`src/rtl/input_controller.sv`:
```
// Debounces left/right/start buttons and publishes them as a status word on RAM port A.
// Define BUTTON_DEBOUNCE_EN to build the debounce counters; otherwise stable follows the synchronizers.
module input_controller #(
    parameter int               WIDTH         = 16,
    parameter int               DEBOUNCE_BITS = 16,
    parameter logic [WIDTH-1:0] INPUT_ADDR    = 16'd6024,
    parameter logic [2:0]       WRITE_SLOT    = 3'd6
) (
    input  logic             clk,
    input  logic             reset,
    input  logic             left,
    input  logic             right,
    input  logic             start,
    input  logic [2:0]       vga_counter,
    output logic [WIDTH-1:0] mem_address_a,
    output logic [WIDTH-1:0] data_to_mem_a,
    output logic             we_a,
    output logic [2:0]       buttons_stable
);

    localparam logic [2:0] ARM_SLOT = WRITE_SLOT - 3'd1;

    typedef enum logic [1:0] {
        IDLE,
        ARMED,
        WRITE
    } state_t;

    state_t state;

    logic [2:0] sync_1;
    logic [2:0] sync_2;
    logic [2:0] synced;
    logic [2:0] stable;

    assign mem_address_a = INPUT_ADDR;

    always_ff @(posedge clk) begin
        if (!reset) begin
            sync_1 <= 3'b111;
            sync_2 <= 3'b111;
        end else begin
            sync_1 <= {start, right, left};
            sync_2 <= sync_1;
        end
    end

    assign synced = ~sync_2;

`ifdef BUTTON_DEBOUNCE_EN
    // Counting stops one short of all-ones so the change lands after 2^N-1 mismatched cycles.
    localparam logic [DEBOUNCE_BITS-1:0] DB_LAST = DEBOUNCE_BITS'(2 ** DEBOUNCE_BITS - 2);

    logic [DEBOUNCE_BITS-1:0] db_count [3];

    always_ff @(posedge clk) begin
        if (!reset) begin
            stable <= 3'b000;
            for (int i = 0; i < 3; i++) begin
                db_count[i] <= '0;
            end
        end else begin
            for (int i = 0; i < 3; i++) begin
                if (synced[i] == stable[i]) begin
                    db_count[i] <= '0;
                end else if (db_count[i] == DB_LAST) begin
                    stable[i]   <= synced[i];
                    db_count[i] <= '0;
                end else begin
                    db_count[i] <= db_count[i] + DEBOUNCE_BITS'(1);
                end
            end
        end
    end
`else
    assign stable = synced;
`endif

    assign buttons_stable = stable;

    logic             start_prev;
    logic             start_event;
    logic             start_rise;
    logic             event_next;
    logic [7:0]       seq;
    logic [3:0]       last_written;
    logic [3:0]       status_bits;
    logic [WIDTH-1:0] status_word;
    logic             dirty;
    logic             dirty_after_write;

    assign start_rise  = stable[2] & ~start_prev;
    assign status_bits = {start_event, stable};

    always_comb begin
        event_next = start_event;
        if (state == WRITE && data_to_mem_a[3]) begin
            event_next = start_rise;
        end else if (start_rise) begin
            event_next = 1'b1;
        end
    end

    always_comb begin
        status_word       = '0;
        status_word[3:0]  = status_bits;
        status_word[15:8] = seq;
    end

    // The event bit is consumed by the write that carries it, so it is never remembered as written.
    assign dirty             = status_bits != last_written;
    assign dirty_after_write = {event_next, stable} != {1'b0, data_to_mem_a[2:0]};

    always_ff @(posedge clk) begin
        if (!reset) begin
            state         <= IDLE;
            we_a          <= 1'b0;
            data_to_mem_a <= '0;
            seq           <= 8'd0;
            last_written  <= 4'd0;
            start_prev    <= 1'b0;
            start_event   <= 1'b0;
        end else begin
            start_prev  <= stable[2];
            start_event <= event_next;
            case (state)
                IDLE: begin
                    if (dirty) begin
                        state <= ARMED;
                    end
                end
                ARMED: begin
                    if (vga_counter == ARM_SLOT) begin
                        state         <= WRITE;
                        data_to_mem_a <= status_word;
                        we_a          <= 1'b1;
                    end
                end
                WRITE: begin
                    we_a         <= 1'b0;
                    last_written <= {1'b0, data_to_mem_a[2:0]};
                    seq          <= seq + 8'd1;
                    state        <= dirty_after_write ? ARMED : IDLE;
                end
                default: begin
                    state <= IDLE;
                    we_a  <= 1'b0;
                end
            endcase
        end
    end

endmodule

```
`config.mk`:
```
export PLATFORM = sky130hd
export DESIGN_NAME = input_controller
export DESIGN_NICKNAME = d
export VERILOG_FILES = /design/src/rtl/input_controller.sv
export SDC_FILE = /design/constraint.sdc
export NUM_CORES = 1
export LEC_CHECK = 0
export CORE_MARGIN = 4
export CORE_UTILIZATION = 45
export CTS_BUF_LIST = sky130_fd_sc_hd__clkbuf_16
export DETAILED_ROUTE_END_ITERATION = 7
export PLACE_DENSITY_LB_ADDON = 0.2
export SYNTH_ARGS = -nofsm -noshare
export SYNTH_HDL_FRONTEND = slang
export SYNTH_SLANG_ARGS = --single-unit
```
`constraint.sdc`:
```
create_clock -name clk -period 1.7 [get_ports clk]
set_input_delay 0.34 -clock clk [delete_from_list [all_inputs] [get_ports clk]]
set_output_delay 0.34 -clock clk [all_outputs]
set_load 0.02 [all_outputs]
```
# After elaboration in Yosys (flattened, before gate mapping)
# Index checks and enable logic that the tools add are counted.
word_totals:
  output_inout_bits: 36
  inputBits: 8
  word_cells: 34
  ff_bits: 34
op_classes:
  add_sub_neg: 1
  reduce_logical: 5
  eq_ne: 7
  bitwise_logic: 4
  n_mux: 8
op_table:
  columns: ["operator", "n"]
  rows:
  - ["$add 8x1->8 const B", 1]
  - ["$ne 4x3->1", 2]
  - ["$pmux 2 s3", 1]
  - ["$reduce_and 2->1", 3]
  - ["$mux 1", 4]
  - ["$mux 2", 2]
  - ["$ne 2x2->1 const B", 2]
  - ["$eq 3x3->1 const B", 1]
  - ["$not 3->3", 1]
  - ["$eq 2x1->1 const B", 1]
  - ["$eq 2x2->1 const B", 1]
  - ["$logic_not 2->1", 1]
  - ["$not 1->1", 2]
  - ["$pmux 1 s2", 1]
  - ["$and 1x1->1", 1]
  - ["$logic_and 1x1->1", 1]

# Longest topological paths before layout
# Gate-level depths: netlist of run 1.
depth:
  depth_word: 7
  mapped_depth: 6

# Least setup slack after synthesis of run 1
# No wires, ideal clock.
synth_path:
  path_kind: "input -> register"
  start: "input vga_counter[1]"
  end: "register data_to_mem_a[14]"
  stages: 6
  arrival_time_ns: 1.174
  setup_ns: 0.128
  setup_slack_ns: 0.398
  path_buffers: 2
  path_cell_list: "nand3b_4 nor3b_2 buf_6 buf_12 mux2i_1 nor2_1"
synth_between:
  elab_chain_len: 2
synth_lines:
  columns: ["item", "line_no", "source"]
  rows:
  - ["from (decl)", "14", "input logic [2:0] vga_counter,"]
  - ["$eq 3x3->1", "133", "if (vga_counter == ARM_SLOT) begin"]
  - ["$reduce_and 2->1 (no source line)", null, null]
  - ["to (signal assigned)", "135", "data_to_mem_a <= status_word;"]
  - ["to (decl)", "16", "output logic [WIDTH-1:0] data_to_mem_a,"]
# Every way passes these cells.
# A chain may end at the register's enable or synchronous reset.

# Worst setup path in the final report of run 1
layout_path:
  start: "register sync_2[0]"
  end: "output buttons_stable[0]"
layout_between:
  elab_chain_len: 1
layout_lines:
  columns: ["item", "line_no", "source"]
  rows:
  - ["from (decl)", "32", "logic [2:0] sync_2;"]
  - ["from (signal assigned)", "44", "sync_2 <= sync_1;"]
  - ["$not 3->3", "48", "assign synced = ~sync_2;"]
  - ["to (decl)", "18", "output logic [2:0] buttons_stable"]
# Every way passes these cells.

==> metrics list, run 1 <==
- Number of violations reported at the end of detailed-routing iteration 0: 38
* Peak fanout along the critical path: 4
- At the end of the flow, the number of nets in the layout was 188.
* Number of buffer and inverter stages on the critical path: 2
* Delay-heaviest family, CP: buffers and inverters
- Worst reg-to-reg path cell count: 5
* Antenna fix cells: 0
- Using the TritonRoute via totals, the vias-per-cell ratio works out to 4.45.
- After Yosys synthesis, full adders, half adders and majority gates account for 0.836% of the synthesized area.
- Mux cell area share after synthesis: 8.70%
* Crit share post-route: 96.1%
* Overall Power: 0.00180 W
- Post-Place Cells: 216
* Clock buffer count from CTS: 5
* Leakage power total: 0.789 nW
* Final worst hold slack: 0.404 ns
- Buffers added to address setup during post-CTS repair amount to 0.
- Class of the most critical hold timing path: flop to flop
- First-pass GRT wire length: 4080 um
- Share of Yosys cell area claimed by the top area cell type: 45.5%
- Ranking of synthesized cells by area: sky130_fd_sc_hd__dfxtp_1 45%, sky130_fd_sc_hd__buf_4 11%, sky130_fd_sc_hd__mux2i_1 8.7%, sky130_fd_sc_hd__xor2_1 6.4%, sky130_fd_sc_hd__nor2_1 6.0%
- Critical path depth in cells: 2
* Overall track demand over capacity in global routing: 12.8%
- Of all flip-flops after synthesis, the portion carrying an async set or reset was 0%.
* Crit path DAT: 1.29 ns
- The sequential cells in the finished layout cover a total of 682 um2.
- Summed over all failing endpoints, the final setup total negative slack is 0 ns.
- After routing the design area is 0.00185 mm2.
* Total of flip-flops plus latches after synthesis: 34
* CTS Buffer Depth: 2
* Clock Skews: 0.00569 ns
- Dividing the detail-routed wire length by the instance count gives 10.7 um.
- In this run the standard cell core region covers 0.00313 mm2.
- From bottom edge to top edge, the die measures 65.7 um.
- Sort of element at the end of the critical path: primary output
- Buffers inserted to repair hold after CTS numbered 0.
* Netlist area before placement: 0.00150 mm2
- In the synthesized netlist the dominant register cell turns out to be sky130_fd_sc_hd__dfxtp_1.
- The biggest area contributor in the post-synthesis netlist is sky130_fd_sc_hd__dfxtp_1.
- Layout cell share with drive strength beyond 1: 12.2%
- For this design the ratio of total power to cell area is 973 mW/mm2.
* Dominant combinational cell family by area after synthesis: simple AND/OR/NAND/NOR gates
- Largest stage delay, worst path: 0.59 ns
* DP HPWL: 1790 um
- During placement, the flow inserted port buffers numbering 23.
- Root buffer cell: sky130_fd_sc_hd__clkbuf_16
- For the worst-skew pair, the clock arrives at the later sink with an insertion delay of 0.28 ns.
- Count of flip-flops with a built-in enable after synthesis: 0
- Data on the critical path is required at its endpoint by 1.36 ns.
* Number of sinks handled by clock tree synthesis: 34
* Syn Inst Count: 151
- Layout fillers: 286
* Number of placement rows: 20
- Number of library cell types mapped by synthesis: 29
* Starting utilization of the core area: 47.8%
- Pre-antenna DRT Iters: 4
* Post-Synth Simple-Gate Area: 17.9%
- The die covers 0.00431 mm2.
* Multi-input gate area: 663 um2
* Post-layout min period: 1.63 ns
- TritonCTS built the clock tree.
- Following the worst setup path forward leads to its endpoint at buttons_stable[0].
* Area added between synthesis and finish: 23.6%
- Syn avg cell area: 9.91 um2
- Sequential fraction of the synthesis area: 45.5%
- Placed Instance Area: 0.00171 mm2
* Count of warnings emitted by yosys: 0
- Final Hold Viols: 0
- The slowest stage of the critical path belongs to the cell sky130_fd_sc_hd__clkdlybuf4s50_1.
* Achievable clock frequency: 612 MHz
* Unrepaired setup endpoints after global routing: false
* Beginning of the worst register-to-register path: state[1]$_SDFFE_PN0P_
* Endpoint of the worst register-to-register path: state[0]$_SDFFE_PN0P_
- CP Launch Point: sync_2[0]$_SDFF_PN1_
* Result of the run: finished, final reports clean
- Critical path startpoint category: flop
- Once layout is complete, the cells apart from fillers number 224.
- For flop-to-flop paths, the worst setup slack is 0.42 ns.
- For this run, design rule violations remaining after detail routing come to 0.
* Synthesized-area fraction occupied by ao, oa, aoi and oai cells: 4.26%
- Setup violations remaining at the end of the flow were counted as 0.
- Of the total synthesized cell area, the portion taken by XOR and XNOR cells is 7.61%.
* Final weighted congestion of routability-driven global placement: 0.747
* Pin count of the biggest net entering global routing: 18
* CP cell instances: inv_1 -> clkdlybuf4s50_1
- Clock-pin slew was measured on the worst setup and hold paths at 0.05 ns.
- The number of global-route vias before repair is 966.
- Setup Crit Path Kind: flop to primary output
- Die Span X: 65.7 um
- The routed design has 2410 um of wire.
- Number of nets with antenna violations after detailed routing: 0
* Number of antenna violations at the first check in global routing: 0
- The number of max-slew violations in the final report is 0.
- Summed over all layers, the global routing overflow is 0.
- Across the run, the number of max-cap violations was 0.
* Overall via count from detail_route: 996
- H-tree lvl count: 2
- 44 I/O pins were placed.
* IR drop worst, VDD: 0.611 mV
==> layout make-up <==
type / count / area share [%]
Sequential cell: 34 / 36.9
Multi-Input combinational cell: 104 / 35.9
Timing Repair Buffer: 29 / 15.8
Clock buffer: 5 / 6.77
Tap cell: 44 / 2.98
Inverter: 5 / 1.01
Clock inverter: 3 / 0.677
==> kinds of logic (layout without fill, tap and decap cells) <==
| kind of cell | count (synthesis) | after routing |
|---|---|---|
| and+or+nand+nor | 50 | 50 |
| DFF | 34 | 34 |
| buffers and inverters | 31 | 42 |
| xor gates and xnor gates | 13 | 13 |
| muxes | 13 | 13 |
| AOI/OAI and AO/OA | 7 | 7 |
| other | 2 | 20 |
| adders and majority gates | 1 | 1 |
==> cell usage after synthesis (2+ instances only) <==
cell type / instances
sky130_fd_sc_hd__clkbuf_1: 2
sky130_fd_sc_hd__a21oi_1: 2
sky130_fd_sc_hd__dfxtp_1: 34
sky130_fd_sc_hd__or2b_1: 2
sky130_fd_sc_hd__buf_4: 21
sky130_fd_sc_hd__conb_1: 2
sky130_fd_sc_hd__and3_1: 2
sky130_fd_sc_hd__inv_1: 4
sky130_fd_sc_hd__nand2_1: 4
sky130_fd_sc_hd__nor2_1: 24
sky130_fd_sc_hd__a211oi_2: 3
sky130_fd_sc_hd__nand2b_1: 4
sky130_fd_sc_hd__xnor2_1: 2
sky130_fd_sc_hd__mux2i_1: 13
sky130_fd_sc_hd__nand4_1: 6
sky130_fd_sc_hd__xor2_1: 11
sky130_fd_sc_hd__nor2_2: 3
==> flip-flops by register name, indices dropped and copies added (netlist names) <==
register,count
data_to_mem_a,12
last_written,3
seq,8
start_event,1
start_prev,1
state,2
sync_1,3
sync_2,3
we_a,1
==> layer usage <==
| layer | vias to the layer above | share of wire [%] | wire length [um] | global-route usage [%] |
|---|---|---|---|---|
| met5 | - | 0 | 0 | 0 |
| met4 | 0 | 1.7 | 40 | 7.77 |
| met3 | 4 | 8.6 | 206 | 5.98 |
| met2 | 34 | 45 | 1090 | 19.3 |
| met1 | 449 | 44 | 1060 | 14.5 |
| li1 | 509 | - | - | - |
==> worst register-to-register path, cell delays in order (launching register included) <==
cell,delay [ns]
sky130_fd_sc_hd__dfxtp_1,0.41
sky130_fd_sc_hd__and2b_1,0.17
sky130_fd_sc_hd__buf_4,0.16
sky130_fd_sc_hd__nand2_1,0.08
sky130_fd_sc_hd__a211oi_1,0.24
sky130_fd_sc_hd__o41ai_1,0.10
==> where the power goes <==
group | switching [W] | internal (W)
Combinational | 0.0000864 | 0.0000578
Clock | 0.000296 | 0.000527
Sequential | 0.0000159 | 0.000816
Total | 0.000399 | 0.00140
==> cell usage in the layout (no fill, tap or decap), types with 2 or more instances in the layout <==
cell type,netlist,layout
sky130_fd_sc_hd__a211oi_2,3,3
sky130_fd_sc_hd__a21oi_1,2,2
sky130_fd_sc_hd__and3_1,2,2
sky130_fd_sc_hd__buf_4,21,5
sky130_fd_sc_hd__clkbuf_16,0,5
sky130_fd_sc_hd__clkdlybuf4s50_1,0,21
sky130_fd_sc_hd__clkinv_1,1,2
sky130_fd_sc_hd__conb_1,2,20
sky130_fd_sc_hd__dfxtp_1,34,33
sky130_fd_sc_hd__dlymetal6s2s_1,0,2
sky130_fd_sc_hd__inv_1,4,5
sky130_fd_sc_hd__mux2i_1,13,13
sky130_fd_sc_hd__nand2_1,4,4
sky130_fd_sc_hd__nand2b_1,4,4
sky130_fd_sc_hd__nand4_1,6,6
sky130_fd_sc_hd__nor2_1,24,24
sky130_fd_sc_hd__nor2_2,3,3
sky130_fd_sc_hd__or2b_1,2,2
sky130_fd_sc_hd__xnor2_1,2,2
sky130_fd_sc_hd__xor2_1,11,11
==> repair_timing <==
item | CTS | global route
gates resized for setup | 0 | 3
endpoints found under the setup margin | 0 | 3
endpoints found under the hold margin | 0 | 0
==> worst min path at each step <==
stage,from,endpoint,slack (ns),cells after the start
after floorplan,sync_1[0]$_SDFF_PN1_,sync_2[0]$_SDFF_PN1_,0.38,1
after global placement,sync_1[1]$_SDFF_PN1_,sync_2[1]$_SDFF_PN1_,0.39,1
after detailed placement,sync_1[0]$_SDFF_PN1_,sync_2[0]$_SDFF_PN1_,0.40,1
after CTS,sync_1[2]$_SDFF_PN1_,sync_2[2]$_SDFF_PN1_,0.41,1
after global routing,sync_1[1]$_SDFF_PN1_,sync_2[1]$_SDFF_PN1_,0.42,1
final,sync_1[1]$_SDFF_PN1_,sync_2[1]$_SDFF_PN1_,0.40,1
==> stage by stage <==
step,worst slack (ns),util (%)
after floorplan,0.398,-
after global placement,-0.0387,54.5
after detailed placement,-0.0911,54.5
after CTS,0.00819,58.9
after global routing,0.00686,59.1
final,0.0667,59.1
(Power assumes the default switching activity.)
==> run 2: changes to the inputs <==
--- a/config.mk
+++ b/config.mk
@@ -8,7 +8,9 @@
 export CORE_MARGIN = 4
 export CORE_UTILIZATION = 45
 export CTS_BUF_LIST = sky130_fd_sc_hd__clkbuf_16
+export CTS_CLUSTER_SIZE = 40
 export DETAILED_ROUTE_END_ITERATION = 7
+export MAX_ROUTING_LAYER = met4
 export PLACE_DENSITY_LB_ADDON = 0.2
 export SYNTH_ARGS = -nofsm -noshare
 export SYNTH_HDL_FRONTEND = slang
==> constraint.sdc (replaced) <==
create_clock -name clk -period 1.7 [get_ports clk]
set_input_delay 0.34 -clock clk [delete_from_list [all_inputs] [get_ports clk]]
set_output_delay 0.34 -clock clk [all_outputs]
set_load 0.005 [all_outputs]
==> metrics list, run 2 (synthesis gave the netlist of run 1 again) <==
- TritonCTS clock tree: done
- The wire length of the first global-routing pass was 4080 um (+0.17%).
- The total wire length came to 2390 um (-0.54%).
- Post-Place Cells: 216 (unchanged)
* FF-to-FF setup slack: 0.42 ns (about the same)
- IR drop worst, VDD: 0.612 mV (+0.16%)
- Core region area: 0.00313 mm2 (unchanged)
* Fin. max-slew vios: 0 (unchanged)
- The area growth from synthesis to layout is 23.2%.
* Leading cell types in the layout, fill and taps excluded: 34 x sky130_fd_sc_hd__dfxtp_1, 24 x sky130_fd_sc_hd__nor2_1, 23 x sky130_fd_sc_hd__clkdlybuf4s50_1
- Number of sinks handled by clock tree synthesis: 34 (unchanged)
- Achievable clock frequency: 631 MHz (+3.1%)
- Max Cap Violations: 0 (unchanged)
- Die outline height: 65.7 um (unchanged)
- Counting flops per register, the top entry is data_to_mem_a.
- Hold Path End: sync_2[1]$_SDFF_PN1_
- Startpoint of the worst hold path: sync_1[1]$_SDFF_PN1_
* Layout cell share with drive strength beyond 1: 11.7% (-0.56 points)
* Worst reg-to-reg path cell count: 5 (unchanged)
* Top Ports: 44 (unchanged)
- Registers with the most flip-flops: data_to_mem_a: 12 flops, seq: 8 flops
* Beginning of the worst register-to-register path: state[1]$_SDFFE_PN0P_
- The post-cts gate resize count is 0 (unchanged).
* Pre-antenna DRT Iters: 4 (unchanged)
- The x dimension of the die came to 65.7 um (unchanged).
* Overall track demand over capacity in global routing: 13.1% (+0.34 points)
- Areal power density over the cells: 957 mW/mm2 (-1.7%)
- CTS clk-pin slew, worst paths: 0.05 ns (about the same)
* Endpoint of the worst register-to-register path: state[0]$_SDFFE_PN0P_
* Most frequent standard cell in the layout excluding fill and tap cells: sky130_fd_sc_hd__dfxtp_1
- The critical path is of the flop to primary output type.
- Pin count of the biggest net entering global routing: 18 (unchanged)
- The ratio of final minimum period to clock period came to 93.2% (-2.8 points).
- The total negative slack for setup checks came to 0 ns (unchanged).
- The worst-path maximum fanout is 6 (+2).
- Number of DRC violations after detailed routing: 0 (unchanged)
- The run finished with clean final reports.
* Overall die area: 0.00431 mm2 (unchanged)
* Leakage power total: 0.753 nW (-4.6%)
- The critical path required time was 1.36 ns (about the same).
- Routed wire length on met3: 204 um (-0.97%)
- The number of inserted diodes came to 0 (unchanged).
- The hold path depth was 1 (unchanged).
- The worst setup slack after placement came to -0.0911 ns (unchanged).
- Critical path startpoint category: flop
- Final-stage net count: 188 (unchanged)
- The global placer's final weighted congestion is 0.756 (+1.3%).
* Final Hold Viols: 0 (unchanged)
- The HPWL after detailed placement is 1790 um (unchanged).
- Root buffer cell: sky130_fd_sc_hd__clkbuf_16
* Total global routing overflow: 0 (unchanged)
- Clock Skews: 0.00554 ns (-0.000146 ns)
* Class of the most critical hold timing path: flop to flop
* Sum of routed wire segments on met1: 1060 um (unchanged)
- Number of placement rows: 20 (unchanged)
- The initial cell density of the core came to 47.8% (unchanged).
- The number of global-route vias before repair came to 966 (unchanged).
- Number of antenna violations at the first check in global routing: 0 (unchanged)
* Post-CTS Repair Setup Buffers: 0 (unchanged)
* Sort of element at the end of the critical path: primary output
- Total length of routed met2 wires: 1090 um (-0.73%)
- The shortest period the worst path allows came to 1.58 ns (-0.0484 ns).
* Overall Power: 0.00176 W (-2.0%)
- The count of buffers from port buffering came to 23 (unchanged).
- The clock latency of the later-clocked register in the worst-skew pair was 0.28 ns (about the same).
* Overall via count from detail_route: 993 (-0.30%)
- Vias per cell: 4.43 (-0.30%)
- Number of buffers added to fix hold violations after cts: 0 (unchanged)
- Setup repair after global routing left no endpoint under its margin.
- The maximum level of the CTS H-tree came to 2 (unchanged).
* Number of violations reported at the end of detailed-routing iteration 0: 45 (+18%)
- Per-cell routed wire length: 10.7 um (-0.54%)
- The worst-case clock buffer depth is 2 (unchanged).
- The number of standard cells in the final layout excluding fillers came to 224 (unchanged).
- The final standard cell utilization of the core came to 58.9% (-0.20 points).
- Total setup violations reported at the end of the flow: 0 (unchanged)
- Crit path DAT: 1.24 ns (-0.05 ns)
- Setup slack of the critical path after layout: 0.115 ns (+0.0484 ns)
- Number of flip-flops in the largest register: 12 (unchanged)
- The clock buffer count from CTS is 5 (unchanged).
- Number of nets with antenna violations after detailed routing: 0 (unchanged)
* Highest metal layer used by the detailed router: met4
-- run 2: cell count changes in the layout (fill, tap and decap cells not counted), sizes merged --
cell,delta
clkdlybuf4s50,+2
dlymetal6s2s,-2
-- run 2: worst max path at each step --
stage | from | end | slack (ns) | cells after the start
after floorplan | vga_counter[1] | data_to_mem_a[14]$_SDFFE_PN0P_ | 0.40 | 6
after CTS | sync_2[2]$_SDFF_PN1_ | buttons_stable[2] | 0.10 | 2
after detailed placement | vga_counter[2] | data_to_mem_a[3]$_SDFFE_PN0P_ | -0.09 | 6
final | sync_2[2]$_SDFF_PN1_ | buttons_stable[2] | 0.12 | 2
after global placement | vga_counter[2] | data_to_mem_a[10]$_SDFFE_PN0P_ | -0.04 | 6
after global routing | sync_2[2]$_SDFF_PN1_ | buttons_stable[2] | 0.04 | 2
-- run 2: final cells by class --
cell class	instances	area, um2
fill	285	1280
sequential	34	681
multi-input combinational	104	663
timing repair buffer	29	288
clock buffer	5	125
tap	44	55.1
inverter	5	18.8
clock inverter	3	12.5
-- run 2: per-layer routing --
layer  up-vias  GRT usage, %
met4         0          7.77
met5         -             -
met1       444          14.7
met2        35          19.3
li1        510             -
met3         4          5.64
-- run 2: power breakdown --
part / internal, W / switching (W)
Sequential: 0.000816 / 0.0000160
Clock: 0.000527 / 0.000296
Combinational: 0.0000580 / 0.0000505
-- run 2: metrics by stage --
step | cell area (um2) | hold WS (ns)
global placement | 1710 | 0.391
floorplan | 1560 | 0.385
CTS | 1840 | 0.411
detailed placement | 1710 | 0.396
finish | 1840 | 0.404
global route | 1840 | 0.419
-- run 2: critical path, cell delays in order (launching register included) --
cell	delay [ns]
sky130_fd_sc_hd__dfxtp_1	0.46
sky130_fd_sc_hd__inv_1	0.07
sky130_fd_sc_hd__clkdlybuf4s50_1	0.44
